<file path="config.mk">
export PLATFORM = sky130hd
export DESIGN_NAME = core_rd_arbiter_flat
export DESIGN_NICKNAME = d
export VERILOG_FILES = /design/src/rtl/core_rd_arbiter_if.sv /design/src/rtl/core_rd_arbiter.sv /design/src/flat_wrapper.sv
export SDC_FILE = /design/constraint.sdc
export NUM_CORES = 1
export LEC_CHECK = 0
export BUFFER_PORTS_ARGS = -buffer_cell sky130_fd_sc_hd__buf_4
export CAP_MARGIN = 20
export CORE_ASPECT_RATIO = 2
export CORE_MARGIN = 3
export CORE_UTILIZATION = 28
export CTS_CLUSTER_DIAMETER = 200
export DETAILED_ROUTE_END_ITERATION = 10
export MAX_ROUTING_LAYER = met4
export PLACE_DENSITY = 0.74
export SYNTH_ARGS = -nofsm -noshare
export SYNTH_HDL_FRONTEND = slang
export SYNTH_SLANG_ARGS = --single-unit
export TNS_END_PERCENT = 50
</file>
<file path="constraint.sdc">
create_clock -name CLK -period 1.24 [get_ports CLK]
set_clock_uncertainty 0.1 [all_clocks]
set_input_delay 0.124 -clock CLK [delete_from_list [all_inputs] [get_ports CLK]]
set_output_delay 0.124 -clock CLK [all_outputs]
set_load 0.05 [all_outputs]
</file>
<file path="src/rtl/core_rd_arbiter_if.sv">
// AXI4-Lite read-channel bundle shared by the arbiter's master-facing and slave-facing ports.
interface core_rd_arbiter_if #(
   parameter int unsigned AXI_AWIDTH = 4,
   parameter int unsigned AXI_DWIDTH = 32
);
   logic [AXI_AWIDTH-1:0] araddr;
   logic                  arvalid;
   logic                  arready;
   logic [AXI_DWIDTH-1:0] rdata;
   logic [1:0]            rresp;
   logic                  rvalid;
   logic                  rready;

   // Issuer of read requests (core-side master, or the arbiter toward memory).
   modport master (
      output araddr, arvalid, rready,
      input  arready, rdata, rresp, rvalid
   );

   // Responder to read requests (the arbiter toward a core master, or memory).
   modport slave (
      input  araddr, arvalid, rready,
      output arready, rdata, rresp, rvalid
   );
endinterface

</file>
<file path="src/rtl/core_rd_arbiter.sv">
// Two-master read arbiter for one AXI4-Lite read port; one transaction in flight,
// master ARREADY is given only in the cycle its read data returns.
module core_rd_arbiter #(
   parameter int unsigned AXI_AWIDTH = 4,
   parameter int unsigned AXI_DWIDTH = 32,
   parameter int unsigned ARB_MODE   = 0
) (
   input  logic             CLK,
   input  logic             NRST,
   core_rd_arbiter_if.slave  m0,
   core_rd_arbiter_if.slave  m1,
   core_rd_arbiter_if.master s,
   output logic             GRANT,
   output logic             BUSY
);

   typedef enum logic [1:0] {
      ST_IDLE = 2'd0,
      ST_ADDR = 2'd1,
      ST_DATA = 2'd2
   } state_t;

   state_t                state_q, state_d;
   logic                  grant_d;
   logic                  busy_d;
   logic                  rr_last_q, rr_last_d;
   logic                  arvalid_q, arvalid_d;
   logic [AXI_AWIDTH-1:0] araddr_q, araddr_d;
   logic                  win_c;
   logic                  rready_c;
   logic [1:0]            own_c;
   logic [AXI_DWIDTH-1:0] rdata_c;
   logic [1:0]            rresp_c;

   // State and registered outputs; rr_last resets to 1 so port 0 wins the first tie.
   always_ff @(posedge CLK or negedge NRST) begin
      if (!NRST) begin
         state_q   <= ST_IDLE;
         GRANT     <= 1'b0;
         BUSY      <= 1'b0;
         rr_last_q <= 1'b1;
         arvalid_q <= 1'b0;
         araddr_q  <= '0;
      end else begin
         state_q   <= state_d;
         GRANT     <= grant_d;
         BUSY      <= busy_d;
         rr_last_q <= rr_last_d;
         arvalid_q <= arvalid_d;
         araddr_q  <= araddr_d;
      end
   end

   // Next-state, arbitration and data-phase routing.
   always_comb begin
      state_d   = state_q;
      grant_d   = GRANT;
      rr_last_d = rr_last_q;
      arvalid_d = arvalid_q;
      araddr_d  = araddr_q;
      rready_c  = 1'b0;
      own_c     = 2'b00;
      rdata_c   = s.rdata;
      rresp_c   = s.rresp;

      win_c = m1.arvalid;
      if (m0.arvalid && m1.arvalid) begin
         win_c = (ARB_MODE == 0) ? 1'b1 : ~rr_last_q;
      end

      case (state_q)
         ST_IDLE: begin
            if (m0.arvalid || m1.arvalid) begin
               grant_d   = win_c;
               araddr_d  = win_c ? m1.araddr : m0.araddr;
               arvalid_d = 1'b1;
               state_d   = ST_ADDR;
            end
         end
         ST_ADDR: begin
            if (s.arready) begin
               arvalid_d = 1'b0;
               state_d   = ST_DATA;
            end
         end
         ST_DATA: begin
            own_c    = GRANT ? 2'b10 : 2'b01;
            rready_c = GRANT ? m1.rready : m0.rready;
            if (s.rvalid && rready_c) begin
               rr_last_d = GRANT;
               state_d   = ST_IDLE;
            end
         end
         default: state_d = ST_IDLE;
      endcase

      busy_d = (state_d != ST_IDLE);
   end

   assign s.araddr  = araddr_q;
   assign s.arvalid = arvalid_q;
   assign s.rready  = rready_c;

   // Only the data-phase owner sees the response; the other master reads all zeros.
   assign m0.rvalid  = own_c[0] & s.rvalid;
   assign m0.arready = own_c[0] & s.rvalid;
   assign m0.rdata   = own_c[0] ? rdata_c : '0;
   assign m0.rresp   = own_c[0] ? rresp_c : 2'b00;

   assign m1.rvalid  = own_c[1] & s.rvalid;
   assign m1.arready = own_c[1] & s.rvalid;
   assign m1.rdata   = own_c[1] ? rdata_c : '0;
   assign m1.rresp   = own_c[1] ? rresp_c : 2'b00;

endmodule

</file>
<file path="src/flat_wrapper.sv">
// flat-port wrapper written by rule: the top's interface ports become plain ports
module core_rd_arbiter_flat 
#(
   parameter int unsigned AXI_AWIDTH = 4,
   parameter int unsigned AXI_DWIDTH = 32,
   parameter int unsigned ARB_MODE   = 0
)
  (CLK, NRST, GRANT, BUSY, m0_araddr, m0_arvalid, m0_rready, m0_arready, m0_rdata, m0_rresp, m0_rvalid, m1_araddr, m1_arvalid, m1_rready, m1_arready, m1_rdata, m1_rresp, m1_rvalid, s_araddr, s_arvalid, s_rready, s_arready, s_rdata, s_rresp, s_rvalid);
  core_rd_arbiter_if #(.AXI_AWIDTH(AXI_AWIDTH), .AXI_DWIDTH(AXI_DWIDTH)) m0_i ();
  core_rd_arbiter_if #(.AXI_AWIDTH(AXI_AWIDTH), .AXI_DWIDTH(AXI_DWIDTH)) m1_i ();
  core_rd_arbiter_if #(.AXI_AWIDTH(AXI_AWIDTH), .AXI_DWIDTH(AXI_DWIDTH)) s_i ();
  input  logic CLK;
  input  logic NRST;
  output logic GRANT;
  output logic BUSY;
  input wire logic [$bits(m0_i.araddr)-1:0] m0_araddr;
  input wire logic [$bits(m0_i.arvalid)-1:0] m0_arvalid;
  input wire logic [$bits(m0_i.rready)-1:0] m0_rready;
  output wire logic [$bits(m0_i.arready)-1:0] m0_arready;
  output wire logic [$bits(m0_i.rdata)-1:0] m0_rdata;
  output wire logic [$bits(m0_i.rresp)-1:0] m0_rresp;
  output wire logic [$bits(m0_i.rvalid)-1:0] m0_rvalid;
  input wire logic [$bits(m1_i.araddr)-1:0] m1_araddr;
  input wire logic [$bits(m1_i.arvalid)-1:0] m1_arvalid;
  input wire logic [$bits(m1_i.rready)-1:0] m1_rready;
  output wire logic [$bits(m1_i.arready)-1:0] m1_arready;
  output wire logic [$bits(m1_i.rdata)-1:0] m1_rdata;
  output wire logic [$bits(m1_i.rresp)-1:0] m1_rresp;
  output wire logic [$bits(m1_i.rvalid)-1:0] m1_rvalid;
  output wire logic [$bits(s_i.araddr)-1:0] s_araddr;
  output wire logic [$bits(s_i.arvalid)-1:0] s_arvalid;
  output wire logic [$bits(s_i.rready)-1:0] s_rready;
  input wire logic [$bits(s_i.arready)-1:0] s_arready;
  input wire logic [$bits(s_i.rdata)-1:0] s_rdata;
  input wire logic [$bits(s_i.rresp)-1:0] s_rresp;
  input wire logic [$bits(s_i.rvalid)-1:0] s_rvalid;
  assign m0_i.araddr = m0_araddr;
  assign m0_i.arvalid = m0_arvalid;
  assign m0_i.rready = m0_rready;
  assign m0_arready = m0_i.arready;
  assign m0_rdata = m0_i.rdata;
  assign m0_rresp = m0_i.rresp;
  assign m0_rvalid = m0_i.rvalid;
  assign m1_i.araddr = m1_araddr;
  assign m1_i.arvalid = m1_arvalid;
  assign m1_i.rready = m1_rready;
  assign m1_arready = m1_i.arready;
  assign m1_rdata = m1_i.rdata;
  assign m1_rresp = m1_i.rresp;
  assign m1_rvalid = m1_i.rvalid;
  assign s_araddr = s_i.araddr;
  assign s_arvalid = s_i.arvalid;
  assign s_rready = s_i.rready;
  assign s_i.arready = s_arready;
  assign s_i.rdata = s_rdata;
  assign s_i.rresp = s_rresp;
  assign s_i.rvalid = s_rvalid;
  core_rd_arbiter #(.AXI_AWIDTH(AXI_AWIDTH), .AXI_DWIDTH(AXI_DWIDTH), .ARB_MODE(ARB_MODE)) u_core (.CLK(CLK), .NRST(NRST), .m0(m0_i), .m1(m1_i), .s(s_i), .GRANT(GRANT), .BUSY(BUSY));
endmodule
</file>
==> results of run 1 <==
[cell type report]
cell class | instances | area share, %
Tap cell | 31 | 1.50
Clock buffer | 4 | 1.74
Timing Repair Buffer | 139 | 57.5
Inverter | 2 | 0.386
Multi-Input combinational cell | 95 | 30.1
Sequential cell | 9 | 8.83
[registers in the layout, indices dropped and copies added (netlist names)]
name              flops
u_core.s.araddr       4
u_core.state_q        2
u_core.BUSY           1
u_core.GRANT          1
u_core.s.arvalid      1
[cells in the final DEF (no fill, tap or decap), drive strengths merged]
| cell type | count |
|---|---|
| buf | 137 |
| and2 | 68 |
| mux2 | 9 |
| dfrtp | 9 |
| nor2 | 4 |
| clkbuf | 4 |
| nand2 | 3 |
| o21ai | 3 |
| nor3 | 3 |
| dlygate4sd3 | 2 |
| nand2b | 2 |
| inv | 2 |
| nand3b | 1 |
| mux2i | 1 |
| o21bai | 1 |
[logic make-up (layout without fill, tap and decap cells)]
logic type / count (synthesis) / in the layout
AO/OA/AOI/OAI: 4 / 4
buffers and inverters: 11 / 145
flip-flops: 9 / 9
multiplexers: 10 / 10
AND/OR/NAND/NOR: 81 / 81
[layer usage]
metal	share of wire, %	wire [microns]
met1	29	1250
met2	58	2490
met3	11	456
met4	1.4	59
met5	0	0
[worst max-delay path by stage]
stage | to | depth (start not counted) | start | slack (ns)
global placement | m1_rdata[28] | 5 | u_core.state_q[0]$_DFF_PN0_ | -0.15
finish | m1_rresp[0] | 5 | u_core.state_q[0]$_DFF_PN0_ | -0.40
floorplan | m0_rvalid | 3 | u_core.state_q[0]$_DFF_PN0_ | -0.34
detailed placement | m1_rdata[22] | 5 | u_core.state_q[0]$_DFF_PN0_ | -0.16
global route | m1_rresp[0] | 5 | u_core.state_q[0]$_DFF_PN0_ | -0.45
CTS | m1_rdata[0] | 5 | u_core.state_q[0]$_DFF_PN0_ | -0.40
[worst reg2reg max path, cell delays in order, from the launching register on]
cell      delay [ns]
dfrtp_4         0.50
buf_6           0.15
mux2i_2         0.16
o21bai_1        0.16
o21ai_0         0.11
[where the power goes]
part           internal (mW)  total (mW)  switching (mW)
clock network          0.225       0.349           0.124
registers              0.449       0.548          0.0993
logic                   1.62        3.95            2.33
total                   2.29        4.84            2.55
[metrics by stage]
| step | cells | instance area, sq um | TNS [ns] | utilization, % | setup slack (ns) |
|---|---|---|---|---|---|
| after floorplan | 115 | 1090 | -16.54 | - | -0.344 |
| after global routing | 280 | 2590 | -31.49 | 79.4 | -0.455 |
| after detailed placement | 274 | 2100 | -10.79 | 64.2 | -0.164 |
| final | 280 | 2590 | -26.68 | 79.4 | -0.397 |
| after global placement | 274 | 2100 | -9.77 | 64.2 | -0.149 |
| after CTS | 280 | 2560 | -27.40 | 78.5 | -0.399 |
[repair_timing]
| action | CTS | global route |
|---|---|---|
| endpoints found under the setup margin | 82 | 81 |
| gates resized for setup | 107 | 9 |
| pin swaps | 2 | 1 |
| hold buffers | 2 | 0 |
| endpoints found under the hold margin | 10 | 0 |
==> impl_metrics.env, run 1 <==
export IMPL_synth_top_family_by_area="simple AND/OR/NAND/NOR gates"
export IMPL_ir_worst_vdd_v=0.00170
export IMPL_path_buf_inv=2
export IMPL_gr_usage_met2_pct=37.4
export IMPL_hold_path_class="input port to flop"
export IMPL_slowest_delay_ns=0.38
export IMPL_drt_wl_total_mm=4.25
export IMPL_fin_nets=300
export IMPL_start_util_pct=30.3
export IMPL_timing_hold_ws_ns=0.101
export IMPL_area_growth_pct=162
export IMPL_synth_most_common_cell="and2_1"
export IMPL_setup_viol=81
export IMPL_cts_max_level=1
export IMPL_required_ns=1.02
export IMPL_drive_above_1_share_pct=79.5
export IMPL_use_met1_pct=17.1
export IMPL_syn_inst=115
export IMPL_multiInputGateArea_sq_um=781
export IMPL_core_sq_um=3270
export IMPL_finalCritPeriodShare_pct=132
export IMPL_cts_buffers=3
export IMPL_globalRoute_totalOverflow=0
export IMPL_tritoncts="done"
export IMPL_yosysWarnings=0
export IMPL_grt_pass1_vias=1297
export IMPL_cts_buffer_depth=2
export IMPL_wl_per_cell_microns=15.2
export IMPL_synth_xor_area_share_pct=0
export IMPL_timing_rr_end="u_core.BUSY$_DFF_PN0_"
export IMPL_synth_compound_area_share_pct=3.42
export IMPL_r2r_start="u_core.GRANT$_DFFE_PN0P_"
export IMPL_cap_violations=0
export IMPL_timing_fmax_mhz=611
export IMPL_grt_pass1_wl_mm=6.10
export IMPL_yosys_area_share_simple_pct=54.2
export IMPL_yosys_top_cells_count="47 x and2_1, 21 x and2_2, 9 x dfrtp_1, 9 x mux2_2, 4 x buf_6"
export IMPL_syn_num_nets=165
export IMPL_synth_area_leaders="and2_1 30%, dfrtp_1 23%, and2_2 16%, mux2_2 10%, buf_6 4.6%"
export IMPL_cp_arrival_ns=1.41
export IMPL_grt_start_max_net_pins=35
export IMPL_dpl_hpwl_mm=3.16
export IMPL_die_area_sq_um=4320
export IMPL_critPathTopFamily="simple AND/OR/NAND/NOR gates"
export IMPL_synth_largest_area_cell="and2_1"
export IMPL_seq_area_frac_synth_pct=22.8
export IMPL_crit_fanout=34
export IMPL_nFillCells=203
export IMPL_drt_iter0_drc=6
export IMPL_hold_violations=0
export IMPL_min_path_cells=3
export IMPL_p_total_mw=4.84
export IMPL_yosys_register_bits=9
export IMPL_min_to="u_core.BUSY$_DFF_PN0_"
export IMPL_root_buffer="clkbuf_8"
export IMPL_critPathCaptureType="output pin"
export IMPL_die_h_microns=90.0
export IMPL_worstRegToRegCells=4
export IMPL_port_buffers=129
export IMPL_gr_max_usage_layer="met2"
export IMPL_fp_dieW_microns=48.0
export IMPL_crit_slowest_cell="dfrtp_1"
export IMPL_ios=130
export IMPL_violations="setup timing"
export IMPL_finalCriticalPeriod_ns=1.64
export IMPL_place_gp_congestion=0.762
export IMPL_num_vias=1279
export IMPL_row_count=29
export IMPL_status="complete, but fails checks"
export IMPL_post_synth_num_cell_types=20
export IMPL_dr_pass1_iters=4
export IMPL_crit_path_start_kind="flop"
export IMPL_cp_cell_sequence="nand2b_4 -> nor2_4 -> buf_12 -> and2_2 -> buf_8"
export IMPL_ff_latch_area_sq_um=229
export IMPL_netlist_area_sq_um=988
export IMPL_post_cts_buffers=0
export IMPL_grt_total_usage_pct=19.6
export IMPL_postRouteAntennaNets=0
export IMPL_synth_area_per_cell_sq_um=8.60
export IMPL_clk_latency_ns=0.24
export IMPL_grt_util_met3_pct=4.00
export IMPL_cts_sinks=9
export IMPL_clkSlewWorstSetupHoldPaths_ns=0.05
export IMPL_crit_type="flop to output pin"
export IMPL_synth_fa_ha_area_share_pct=0
export IMPL_synthArstFlopShare_pct=100
export IMPL_rrSetupSlack_ns=-0.05
export IMPL_routed_via_density=4.57
export IMPL_setup_ws_ns=-0.397
export IMPL_synth_edff_count=0
export IMPL_p_leak_nw=1.29
export IMPL_final_max_slew_violation_count=0
export IMPL_synth_mux_area_share_pct=11.3
export IMPL_power_per_cell_area_nw_per_um2=1870
export IMPL_min_from="m0_arvalid"
export IMPL_n_antenna_cell=0
export IMPL_drc_errors=0
export IMPL_slew_headroom_pct=83.9
export IMPL_synth_ff_type="dfrtp_1"
export IMPL_rsz0062_at_grt="yes"
export IMPL_synth_top_area_share_pct=29.7
export IMPL_antenna_found_initial=0
export IMPL_tightest_slew_ns=0.240
(Power assumes the default switching activity.)
==> run 2: changes to the inputs <==
--- a/config.mk
+++ b/config.mk
@@ -9,11 +9,11 @@
 export CAP_MARGIN = 20
 export CORE_ASPECT_RATIO = 2
 export CORE_MARGIN = 3
-export CORE_UTILIZATION = 28
+export CORE_UTILIZATION = 32
 export CTS_CLUSTER_DIAMETER = 200
 export DETAILED_ROUTE_END_ITERATION = 10
 export MAX_ROUTING_LAYER = met4
-export PLACE_DENSITY = 0.74
+export PLACE_DENSITY = 0.8
 export SYNTH_ARGS = -nofsm -noshare
 export SYNTH_HDL_FRONTEND = slang
 export SYNTH_SLANG_ARGS = --single-unit
==> constraint.sdc (replaced) <==
create_clock -name CLK -period 1.83 [get_ports CLK]
set_clock_uncertainty 0.1 [all_clocks]
set_input_delay 0.183 -clock CLK [delete_from_list [all_inputs] [get_ports CLK]]
set_output_delay 0.183 -clock CLK [all_outputs]
set_load 0.05 [all_outputs]
==> impl_metrics.env, run 2 (synthesis results as in run 1) <==
export IMPL_cap_violations=0
export IMPL_swShare_pct=56.9
export IMPL_port_buffers=129
export IMPL_crit_path_start_kind="flop"
export IMPL_setup_viol=0
export IMPL_fin_nets=294
export IMPL_p_leak_nw=1.16
export IMPL_root_buffer="clkbuf_8"
export IMPL_grt_pass1_vias=1226
export IMPL_cts_buffer_depth=2
export IMPL_path_buf_inv=2
export IMPL_ff_latch_area_sq_um=226
export IMPL_wl_per_cell_microns=14.5
export IMPL_critPathCaptureType="output pin"
export IMPL_rsz0062_at_grt="yes"
export IMPL_die_h_microns=84.6
export IMPL_crit_type="flop to output pin"
export IMPL_drt_wl_total_mm=3.96
export IMPL_drc_errors=0
export IMPL_cp_arrival_ns=1.48
export IMPL_finalCriticalPeriod_ns=1.76
export IMPL_core_sq_um=2940
export IMPL_cp_cell_sequence="nand2b_4 -> nor2_4 -> buf_12 -> and2_1 -> buf_4"
export IMPL_slowest_delay_ns=0.41
export IMPL_cts_buffers=3
export IMPL_row_count=28
export IMPL_tightest_slew_ns=0.239
export IMPL_drt_iter0_drc=7
export IMPL_antenna_found_initial=0
export IMPL_power_frac_clock_pct=8.1
export IMPL_grt_start_max_net_pins=35
export IMPL_hold_path_class="input port to flop"
export IMPL_globalRoute_totalOverflow=0
export IMPL_largest_reg_flops=4
export IMPL_tritoncts="done"
export IMPL_finalCritPeriodShare_pct=96.4
export IMPL_clkSlewWorstSetupHoldPaths_ns=0.04
export IMPL_pwr_share_seq_pct=13.6
export IMPL_ir_worst_vdd_v=0.00121
export IMPL_multiInputGateArea_sq_um=706
export IMPL_p_total_mw=2.87
export IMPL_postRouteAntennaNets=0
export IMPL_mostFrequentLayoutCells="99 x buf_4, 47 x and2_1, 31 x buf_6"
export IMPL_routed_via_density=4.59
export IMPL_grt_total_usage_pct=20.3
export IMPL_slew_headroom_pct=83.6
export IMPL_status="finished clean"
export IMPL_fp_dieW_microns=45.3
export IMPL_fin_tns_setup_ns=0
export IMPL_power_frac_comb_pct=78.3
export IMPL_post_dp_cell_area_sq_um=1990
export IMPL_start_util_pct=33.6
export IMPL_drive_above_1_share_pct=71.6
export IMPL_cts_max_level=1
export IMPL_required_ns=1.55
export IMPL_timing_fmax_mhz=567
export IMPL_cts_sinks=9
export IMPL_dr_pass1_iters=4
export IMPL_power_net_switching_mw=1.63
export IMPL_fin_area_sq_um=2160
export IMPL_place_gp_congestion=0.767
export IMPL_hold_violations=0
export IMPL_num_vias=1253
export IMPL_nFillCells=223
export IMPL_mostFrequentLayoutCell="buf_4"
export IMPL_final_max_slew_violation_count=0
export IMPL_n_antenna_cell=0
export IMPL_ios=130
export IMPL_p_int_mw=1.24
export IMPL_die_area_sq_um=3830
export IMPL_area_growth_pct=119
export IMPL_power_per_cell_area_nw_per_um2=1330
export IMPL_critPathTopFamily="simple AND/OR/NAND/NOR gates"
export IMPL_crit_slowest_cell="dfrtp_1"
export IMPL_grt_pass1_wl_mm=5.66
export IMPL_crit_fanout=34
export IMPL_clk_latency_ns=0.24
[run 2: routing by layer]
| metal | part of all wire [%] | track usage (%) | vias up |
|---|---|---|---|
| met5 | 0 | - | - |
| li1 | - | - | 612 |
| met3 | 13 | 5.79 | 4 |
| met2 | 54 | 36.3 | 96 |
| met4 | 1.3 | 7.20 | 0 |
| met1 | 31 | 19.4 | 541 |
[run 2: layout make-up]
type,instances,area share [%]
clock buffer,4,2.08
inverter,2,0.347
multi-input combinational,95,32.6
sequential,9,10.5
tap,30,1.73
timing repair buffer,133,52.8
[run 2: path summary, 6_finish.rpt]
kind / start / end / slack [ns] / depth (start not counted)
worst max-delay path: u_core.state_q[0]$_DFF_PN0_ / m1_rdata[11] / 0.07 / 5
worst min-delay path: s_arready / u_core.state_q[0]$_DFF_PN0_ / 0.05 / 2
worst max register to register: u_core.state_q[1]$_DFF_PN0_ / u_core.GRANT$_DFFE_PN0P_ / 0.53 / 3
worst min register to register: u_core.s.arvalid$_DFFE_PN0P_ / u_core.s.arvalid$_DFFE_PN0P_ / 0.38 / 2
max in group asynchronous: NRST / u_core.GRANT$_DFFE_PN0P_ / 1.28 / 2
min in group asynchronous: NRST / u_core.state_q[1]$_DFF_PN0_ / 0.20 / 2
[run 2: timing repair]
item | in CTS | in global routing
hold buffers | 1 | 0
buffers inserted | 0 | 1
hold endpoints to repair | 9 | 0
setup endpoints to repair | 0 | 68
resized for setup | 0 | 31
[run 2: power by group through the flow]
| stage | logic [mW] | clock network (mW) | registers, mW |
|---|---|---|---|
| final | 2.25 | 0.233 | 0.389 |
| after global routing | 2.35 | 0.243 | 0.404 |
| after CTS | 2.18 | 0.236 | 0.390 |
| after detailed placement | 2.18 | 0 | 0.392 |
| after global placement | 2.17 | 0 | 0.386 |
| after floorplan | 1.27 | 0 | 0.648 |
[run 2: worst reg2reg max path: stages (launching register included)]
cell and delay, ns:
dfrtp_1 0.43, nor2_1 0.22, o21ai_4 0.14, mux2_2 0.29
[run 2: through the flow]
step	cells	worst slack (ns)	utilization, %	hold slack (ns)
finish	273	0.0665	73.6	0.0534
global route	273	-0.0194	73.6	0.0613
CTS	272	0.0449	69.3	0.0500
detailed placement	267	0.301	67.5	-0.0863
global placement	267	0.305	67.5	-0.0885
floorplan	115	0.0345	-	-0.213
